## src/rtl/cmd_sequencer_if.sv

```systemverilog
// Handshake bundle between cmd_sequencer and its UART/datapath neighbours.
// The master modport is the sequencer side; slave is the UART/datapath side.
interface cmd_sequencer_if;
  logic [7:0]  rx_data;
  logic        rx_data_ready;
  logic [7:0]  tx_data;
  logic        tx_en;
  logic        tx_ready;
  logic        max_req;
  logic [1:0]  max_ch;
  logic        max_valid;
  logic [15:0] max_value;
  logic        trig_arm;
  logic        trig_hit;
  logic        busy;
  logic [7:0]  overrun_cnt;

  modport master (
    input  rx_data, rx_data_ready, tx_ready, max_valid, max_value, trig_hit,
    output tx_data, tx_en, max_req, max_ch, trig_arm, busy, overrun_cnt
  );

  modport slave (
    output rx_data, rx_data_ready, tx_ready, max_valid, max_value, trig_hit,
    input  tx_data, tx_en, max_req, max_ch, trig_arm, busy, overrun_cnt
  );
endinterface

```

## src/rtl/cmd_sequencer.sv

```systemverilog
// Host command sequencer: decodes UART command bytes, runs a datapath max/trigger
// operation, then streams the response out. Optional build macro: CMD_CHECKSUM_EN.
module cmd_sequencer #(
  parameter int unsigned TIMEOUT_CYCLES = 32'd100_000_000,
  parameter int unsigned TIMEOUT_W      = 32'd32
) (
  input logic             clk,
  input logic             reset,
  cmd_sequencer_if.master bus
);
  localparam logic [7:0] OP_MAX0  = 8'h41;
  localparam logic [7:0] OP_MAX1  = 8'h42;
  localparam logic [7:0] OP_TRIG  = 8'hD0;
  localparam logic [7:0] OP_PING  = 8'h00;
  localparam logic [7:0] RSP_ERR  = 8'hEE;
  localparam logic [7:0] RSP_HIT  = 8'hD1;
  localparam logic [7:0] RSP_TMO  = 8'hDE;
  localparam logic [7:0] RSP_PING = 8'hAA;
  localparam logic [TIMEOUT_W-1:0] TIMER_ZERO = {TIMEOUT_W{1'b0}};
  localparam logic [TIMEOUT_W-1:0] TIMER_ONE  = TIMEOUT_W'(1'b1);
  localparam logic [TIMEOUT_W-1:0] TIMER_LAST = TIMEOUT_W'(TIMEOUT_CYCLES - 32'd1);

`ifdef CMD_CHECKSUM_EN
  localparam int unsigned BUF_DEPTH = 32'd4;
  localparam logic [2:0]  CHK_LEN   = 3'd1;

  function automatic logic [7:0] resp_xor(input logic [7:0] a, input logic [7:0] b,
                                          input logic [7:0] c);
    return a ^ b ^ c;
  endfunction
`else
  localparam int unsigned BUF_DEPTH = 32'd3;
  localparam logic [2:0]  CHK_LEN   = 3'd0;
`endif

  typedef enum logic [2:0] {
    IDLE      = 3'd0,
    DECODE    = 3'd1,
    MAX_WAIT  = 3'd2,
    TRIG_WAIT = 3'd3,
    TX_LOAD   = 3'd4,
    TX_HOLD   = 3'd5,
    TX_GAP    = 3'd6
  } state_t;

  state_t               state_r, state_s;
  logic [7:0]           opcode_r, opcode_s;
  logic [TIMEOUT_W-1:0] timer_r, timer_s;
  logic [1:0]           idx_r, idx_s;
  logic [2:0]           len_r, rsp_len_s;
  logic                 done_r, done_s;
  logic [7:0]           resp_buf_r [BUF_DEPTH];
  logic [7:0]           rsp_s [BUF_DEPTH];
  logic                 load_s;
  logic [7:0]           tx_data_r, tx_data_s;
  logic                 tx_en_r, tx_en_s;
  logic                 max_req_r, max_req_s;
  logic [1:0]           max_ch_r, max_ch_s;
  logic                 trig_arm_r, trig_arm_s;
  logic                 busy_r;
  logic [7:0]           overrun_r, overrun_s;

  // Next-state, response loading and next output values.
  always_comb begin
    state_s    = state_r;
    opcode_s   = opcode_r;
    timer_s    = timer_r;
    idx_s      = idx_r;
    done_s     = done_r;
    tx_data_s  = tx_data_r;
    tx_en_s    = tx_en_r;
    max_req_s  = 1'b0;
    max_ch_s   = max_ch_r;
    trig_arm_s = 1'b0;
    load_s     = 1'b0;
    rsp_len_s  = 3'd0;
    for (int i = 0; i < int'(BUF_DEPTH); i++) begin
      rsp_s[i] = 8'h00;
    end
    case (state_r)
      IDLE: begin
        if (bus.rx_data_ready) begin
          opcode_s = bus.rx_data;
          state_s  = DECODE;
        end else begin
          state_s  = IDLE;
        end
      end
      DECODE: begin
        timer_s = TIMER_ZERO;
        idx_s   = 2'd0;
        done_s  = 1'b0;
        case (opcode_r)
          OP_MAX0: begin max_ch_s = 2'd0; state_s = MAX_WAIT; end
          OP_MAX1: begin max_ch_s = 2'd1; state_s = MAX_WAIT; end
          OP_TRIG: state_s = TRIG_WAIT;
          OP_PING: begin
            load_s = 1'b1; rsp_s[0] = RSP_PING; rsp_len_s = 3'd1; state_s = TX_LOAD;
          end
          default: begin
            load_s = 1'b1; rsp_s[0] = RSP_ERR; rsp_s[1] = opcode_r;
            rsp_len_s = 3'd2; state_s = TX_LOAD;
          end
        endcase
      end
      // The request strobe goes out on the first wait cycle; completion wins over timeout.
      MAX_WAIT: begin
        timer_s   = timer_r + TIMER_ONE;
        max_req_s = (timer_r == TIMER_ZERO);
        if (bus.max_valid) begin
          load_s = 1'b1; rsp_s[0] = opcode_r; rsp_s[1] = bus.max_value[15:8];
          rsp_s[2] = bus.max_value[7:0]; rsp_len_s = 3'd3; state_s = TX_LOAD;
        end else if (timer_r == TIMER_LAST) begin
          load_s = 1'b1; rsp_s[0] = RSP_ERR; rsp_s[1] = opcode_r;
          rsp_len_s = 3'd2; state_s = TX_LOAD;
        end else begin
          state_s = MAX_WAIT;
        end
      end
      TRIG_WAIT: begin
        timer_s    = timer_r + TIMER_ONE;
        trig_arm_s = (timer_r == TIMER_ZERO);
        if (bus.trig_hit) begin
          load_s = 1'b1; rsp_s[0] = RSP_HIT; rsp_len_s = 3'd1; state_s = TX_LOAD;
        end else if (timer_r == TIMER_LAST) begin
          load_s = 1'b1; rsp_s[0] = RSP_TMO; rsp_len_s = 3'd1; state_s = TX_LOAD;
        end else begin
          state_s = TRIG_WAIT;
        end
      end
      TX_LOAD: begin
        if (bus.tx_ready) begin
          tx_data_s = resp_buf_r[idx_r];
          tx_en_s   = 1'b1;
          state_s   = TX_HOLD;
        end else begin
          state_s   = TX_LOAD;
        end
      end
      // done_r marks the last byte so idx never has to count past the final slot.
      TX_HOLD: begin
        if (!bus.tx_ready) begin
          tx_en_s = 1'b0;
          if ({1'b0, idx_r} == (len_r - 3'd1)) begin
            done_s = 1'b1;
          end else begin
            idx_s  = idx_r + 2'd1;
          end
          state_s = TX_GAP;
        end else begin
          state_s = TX_HOLD;
        end
      end
      TX_GAP: begin
        if (done_r) begin
          state_s = IDLE;
        end else begin
          state_s = TX_LOAD;
        end
      end
      default: state_s = IDLE;
    endcase
`ifdef CMD_CHECKSUM_EN
    rsp_s[rsp_len_s[1:0]] = resp_xor(rsp_s[0], rsp_s[1], rsp_s[2]);
`endif
    if (bus.rx_data_ready && (state_r != IDLE) && (overrun_r != 8'hFF)) begin
      overrun_s = overrun_r + 8'd1;
    end else begin
      overrun_s = overrun_r;
    end
  end

  // State and output registers; reset discards any pending response.
  always_ff @(posedge clk) begin
    if (reset) begin
      state_r    <= IDLE;
      opcode_r   <= 8'h00;
      timer_r    <= TIMER_ZERO;
      idx_r      <= 2'd0;
      len_r      <= 3'd0;
      done_r     <= 1'b0;
      tx_data_r  <= 8'h00;
      tx_en_r    <= 1'b0;
      max_req_r  <= 1'b0;
      max_ch_r   <= 2'd0;
      trig_arm_r <= 1'b0;
      busy_r     <= 1'b0;
      overrun_r  <= 8'h00;
      for (int i = 0; i < int'(BUF_DEPTH); i++) begin
        resp_buf_r[i] <= 8'h00;
      end
    end else begin
      state_r    <= state_s;
      opcode_r   <= opcode_s;
      timer_r    <= timer_s;
      idx_r      <= idx_s;
      done_r     <= done_s;
      tx_data_r  <= tx_data_s;
      tx_en_r    <= tx_en_s;
      max_req_r  <= max_req_s;
      max_ch_r   <= max_ch_s;
      trig_arm_r <= trig_arm_s;
      busy_r     <= (state_s != IDLE);
      overrun_r  <= overrun_s;
      if (load_s) begin
        for (int i = 0; i < int'(BUF_DEPTH); i++) begin
          resp_buf_r[i] <= rsp_s[i];
        end
        len_r <= rsp_len_s + CHK_LEN;
      end else begin
        len_r <= len_r;
      end
    end
  end

  assign bus.tx_data     = tx_data_r;
  assign bus.tx_en       = tx_en_r;
  assign bus.max_req     = max_req_r;
  assign bus.max_ch      = max_ch_r;
  assign bus.trig_arm    = trig_arm_r;
  assign bus.busy        = busy_r;
  assign bus.overrun_cnt = overrun_r;
endmodule

```

## src/flat_wrapper.sv

```systemverilog
// flat-port wrapper written by rule: the top's interface ports become plain ports
module cmd_sequencer_flat 
#(
  parameter int unsigned TIMEOUT_CYCLES = 32'd100_000_000,
  parameter int unsigned TIMEOUT_W      = 32'd32
)
  (clk, reset, bus_rx_data, bus_rx_data_ready, bus_tx_ready, bus_max_valid, bus_max_value, bus_trig_hit, bus_tx_data, bus_tx_en, bus_max_req, bus_max_ch, bus_trig_arm, bus_busy, bus_overrun_cnt);
  cmd_sequencer_if bus_i ();
  input logic clk;
  input logic reset;
  input wire logic [$bits(bus_i.rx_data)-1:0] bus_rx_data;
  input wire logic [$bits(bus_i.rx_data_ready)-1:0] bus_rx_data_ready;
  input wire logic [$bits(bus_i.tx_ready)-1:0] bus_tx_ready;
  input wire logic [$bits(bus_i.max_valid)-1:0] bus_max_valid;
  input wire logic [$bits(bus_i.max_value)-1:0] bus_max_value;
  input wire logic [$bits(bus_i.trig_hit)-1:0] bus_trig_hit;
  output wire logic [$bits(bus_i.tx_data)-1:0] bus_tx_data;
  output wire logic [$bits(bus_i.tx_en)-1:0] bus_tx_en;
  output wire logic [$bits(bus_i.max_req)-1:0] bus_max_req;
  output wire logic [$bits(bus_i.max_ch)-1:0] bus_max_ch;
  output wire logic [$bits(bus_i.trig_arm)-1:0] bus_trig_arm;
  output wire logic [$bits(bus_i.busy)-1:0] bus_busy;
  output wire logic [$bits(bus_i.overrun_cnt)-1:0] bus_overrun_cnt;
  assign bus_i.rx_data = bus_rx_data;
  assign bus_i.rx_data_ready = bus_rx_data_ready;
  assign bus_i.tx_ready = bus_tx_ready;
  assign bus_i.max_valid = bus_max_valid;
  assign bus_i.max_value = bus_max_value;
  assign bus_i.trig_hit = bus_trig_hit;
  assign bus_tx_data = bus_i.tx_data;
  assign bus_tx_en = bus_i.tx_en;
  assign bus_max_req = bus_i.max_req;
  assign bus_max_ch = bus_i.max_ch;
  assign bus_trig_arm = bus_i.trig_arm;
  assign bus_busy = bus_i.busy;
  assign bus_overrun_cnt = bus_i.overrun_cnt;
  cmd_sequencer #(.TIMEOUT_CYCLES(TIMEOUT_CYCLES), .TIMEOUT_W(TIMEOUT_W)) u_core (.clk(clk), .reset(reset), .bus(bus_i));
endmodule
```

## config.mk

```make
export PLATFORM = sky130hd
export DESIGN_NAME = cmd_sequencer_flat
export DESIGN_NICKNAME = d
export VERILOG_FILES = /design/src/rtl/cmd_sequencer_if.sv /design/src/rtl/cmd_sequencer.sv /design/src/flat_wrapper.sv
export SDC_FILE = /design/constraint.sdc
export NUM_CORES = 1
export LEC_CHECK = 0
export ABC_AREA = 1
export BUFFER_PORTS_ARGS = -buffer_cell sky130_fd_sc_hd__buf_2
export CORE_UTILIZATION = 50
export DETAILED_ROUTE_END_ITERATION = 16
export PLACE_DENSITY = 0.71
export SYNTH_ARGS = -nofsm -noshare
export SYNTH_HDL_FRONTEND = slang
export SYNTH_SLANG_ARGS = --single-unit
```

## constraint.sdc

```tcl
create_clock -name clk -period 2.4 [get_ports clk]
set_input_delay 0.24 -clock clk [delete_from_list [all_inputs] [get_ports clk]]
set_output_delay 0.24 -clock clk [all_outputs]
set_load 0.01 [all_outputs]
```

==> run metrics <==
status=completed; cts repair resizes=0; Vias=about 5400; CP bufs+invs=1; met2 usage=40.5%; clk sinks=a little over 90; multi-input logic area=between 2000 and 3000 sq um; Final #Nets=approximately 900; setup TNS=0 ns; Max IR drop VDD=approximately 0.00032 V; # placed instances=975; # Post-CTS Setup Buffers=0; root buf cell=clkbuf_8; grt ovf=0; sequential cell area=between 2000 and 2500 sq um; CP Class=flip-flop to flip-flop; Worst path most repeated cell=nand2_1; setup violators final=0; Mapped Area=roughly 5300 sq um; H-tree level count=3; diodes inserted=0; GR peak layer=met1; die width=roughly 100 microns; post-synthesis sequential area ratio=39.7%; CTS tree=yes; CP arrival=2.12 ns; Startpoint Class=flip-flop; die area=roughly 11000 sq um; finished layout cell area=between 5000 and 6000 sq um; Ys Warns=0; fillers=~1000; largest net degree at the start of global routing=36; Starting Density=between 50% and 60%; Die Ht=roughly 100 microns; EDFF count, synth=24; Hold Fails Final Rpt=0; crit path max fanout=24; first-pass iteration count of the detailed router=5; Tmin final=just over 2 ns; Worst-Margin Slew=0.548 ns; Synth cell types=42; initial antenna violation count=0; dpl hpwl=11100 microns; Worst Skew=approximately 0.0054 ns; met1 Use GR=slightly above 40%; Achievable Freq=about 0.49 GHz; num ports=52; GRT Total Usage=a little over a quarter; global-route wire length before repair=23900 microns; final worst setup slack=approximately 0.38 ns; post-route core utilization=a little under three fifths; IO Port Bufs=50; routability cong.=1.02; final cell count without fillers=991; M3 GR Usage=4.05%; R2R Setup Slk=around 0.38 ns; Post-CTS Hold Fix Bufs=0; top cell family by delay on the critical path=simple AND/OR/NAND/NOR gates; Pwr Total=around 3.3 mW; dpl ws=between 0.4 and 0.5 ns; Worst-Skew Late Latency=a little under 0.4 ns; Yosys reg bits=93; CORE AREA=roughly 10000 sq um; share of layout cells above drive strength 1=11.3%; Req. time, crit path=between 2 and 3 ns; period utilization=84.4%; wire per inst=~15 microns; Slowest cell on crit path=dfxtp_1; P per Cell Area=roughly 560 nW/um^2; syn avg cell area=about 6.6 sq um; clk slew on worst S/H paths=about 0.10 ns; total leakage power=~2.4 nW; Async SR Flop Fraction=0%; Max Root-Sink Buffers=2; Slew Limit Fails=0; RSZ-0062 raised after global routing=no; Worst setup EP type=flip-flop; Hold Worst Slack=~0.13 ns; Critical Path, Cell by Cell=ha_1 -> nand2_1 -> nor2_4 -> nand2_2 -> nor2_1 -> nand2_1 -> nand2_1 -> nand2_2 -> nand3_1 -> buf_12; drt total wl=14500 microns; CTS Buf Count=9; # DRC=0; Syn Nets=around 840; DR iter-0 viols=approximately 510; synthesized instance count=803; Synth Flop Type=dfxtp_1; antenna-violating nets left=0; Via density=around 5.4; vias in the first global route=between 4000 and 5000; Tightest Hold Check Type=input port to flip-flop; Max Cap Viol=0; Area Overhead vs Synth=11.7%; highest cell delay on the worst timing path=0.41 ns; Slew headroom=around 63%; post-placement cell area=around 5700 sq um; row count=37
==> state kept, by name, indices dropped and copies added (netlist names) <==
register / flops
u_core.bus.busy: 1
u_core.timer_r: 32
u_core.idx_r: 2
u_core.resp_buf_r: 24
u_core.bus.max_ch: 1
u_core.bus.trig_arm: 1
u_core.bus.tx_en: 1
u_core.bus.tx_data: 8
u_core.state_r: 3
u_core.bus.max_req: 1
u_core.opcode_r: 8
u_core.len_r: 2
u_core.bus.overrun_cnt: 8
u_core.done_r: 1
==> final cells by class <==
cell class	count	share of cell area, %
inverter	95	6.03
clock inverter	7	1.52
timing repair buffer	63	6.10
clock buffer	9	2.10
sequential	93	35.6
tap	136	2.88
multi-input combinational	588	45.8
==> worst register-to-register path, stage by stage (launching register included) <==
cell	delay, ns
dfxtp_1	0.41
ha_1	0.20
nand2_1	0.10
nor2_4	0.17
nand2_2	0.16
nor2_1	0.13
nand2_1	0.06
nand2_1	0.07
nand2_2	0.10
nand3_1	0.15
buf_12	0.19
==> layout by cell type (no fill, tap or decap), drive strengths merged, types with 2 or more instances in the layout <==
cell type	n
a211oi	8
a21oi	66
a22oi	2
a311oi	2
a31oi	2
buf	63
clkbuf	9
clkinv	5
dfxtp	69
edfxtp	24
ha	4
inv	96
nand2	231
nand3	52
nand4	15
nor2	116
nor3	33
nor4	3
o211ai	3
o21a	2
o21ai	37
xor2	3
==> worst paths after layout <==
check / from / to / cells after the start
worst max-delay path: u_core.timer_r[1] / u_core.resp_buf_r[2][7] / 10
worst min-delay path: bus_rx_data[7] / u_core.opcode_r[7] / 3
worst max register to register: u_core.timer_r[1] / u_core.resp_buf_r[2][7] / 10
worst min register to register: u_core.done_r / u_core.done_r / 2
==> Yosys cell counts (4+ instances only) <==
cell type	n	area share (%)
nand2_1	226	16
nor2_1	110	7.8
inv_1	88	6.2
dfxtp_1	69	26
a21oi_1	66	6.2
nand3_1	50	4.7
o21ai_0	34	3.2
nor3_1	33	3.1
edfxtp_1	24	14
clkbuf_1	17	1.2
nand4_1	15	1.8
a211oi_1	8	1.1
ha_1	4	0.95
inv_2	4	0.28
==> power breakdown <==
group          total (mW)  internal, mW  leakage, nW  switching (mW)
combinational       0.435         0.146         1.45           0.289
clock                1.15         0.507        0.108           0.640
sequential           1.74          1.69        0.813          0.0552
total                3.32          2.34         2.37           0.984
==> layer usage <==
layer  vias to the layer above  part of all wire [%]
met3                        18                   8.4
li1                       2709                     -
met5                         -                     0
met4                         0                   1.3
met2                       224                    42
met1                      2412                    48
==> cells by family after synthesis <==
logic type	count (synthesis)	share of synthesized area, %
AO/OA/AOI/OAI	126	13.1
adder cells (fa/ha/maj)	4	0.946
flip-flops	93	39.7
buffers and inverters	122	9.11
other	1	0.0709
XOR/XNOR	4	0.662
AND/OR/NAND/NOR	453	36.4
No activity file was read; power rests on OpenSTA's default activity.
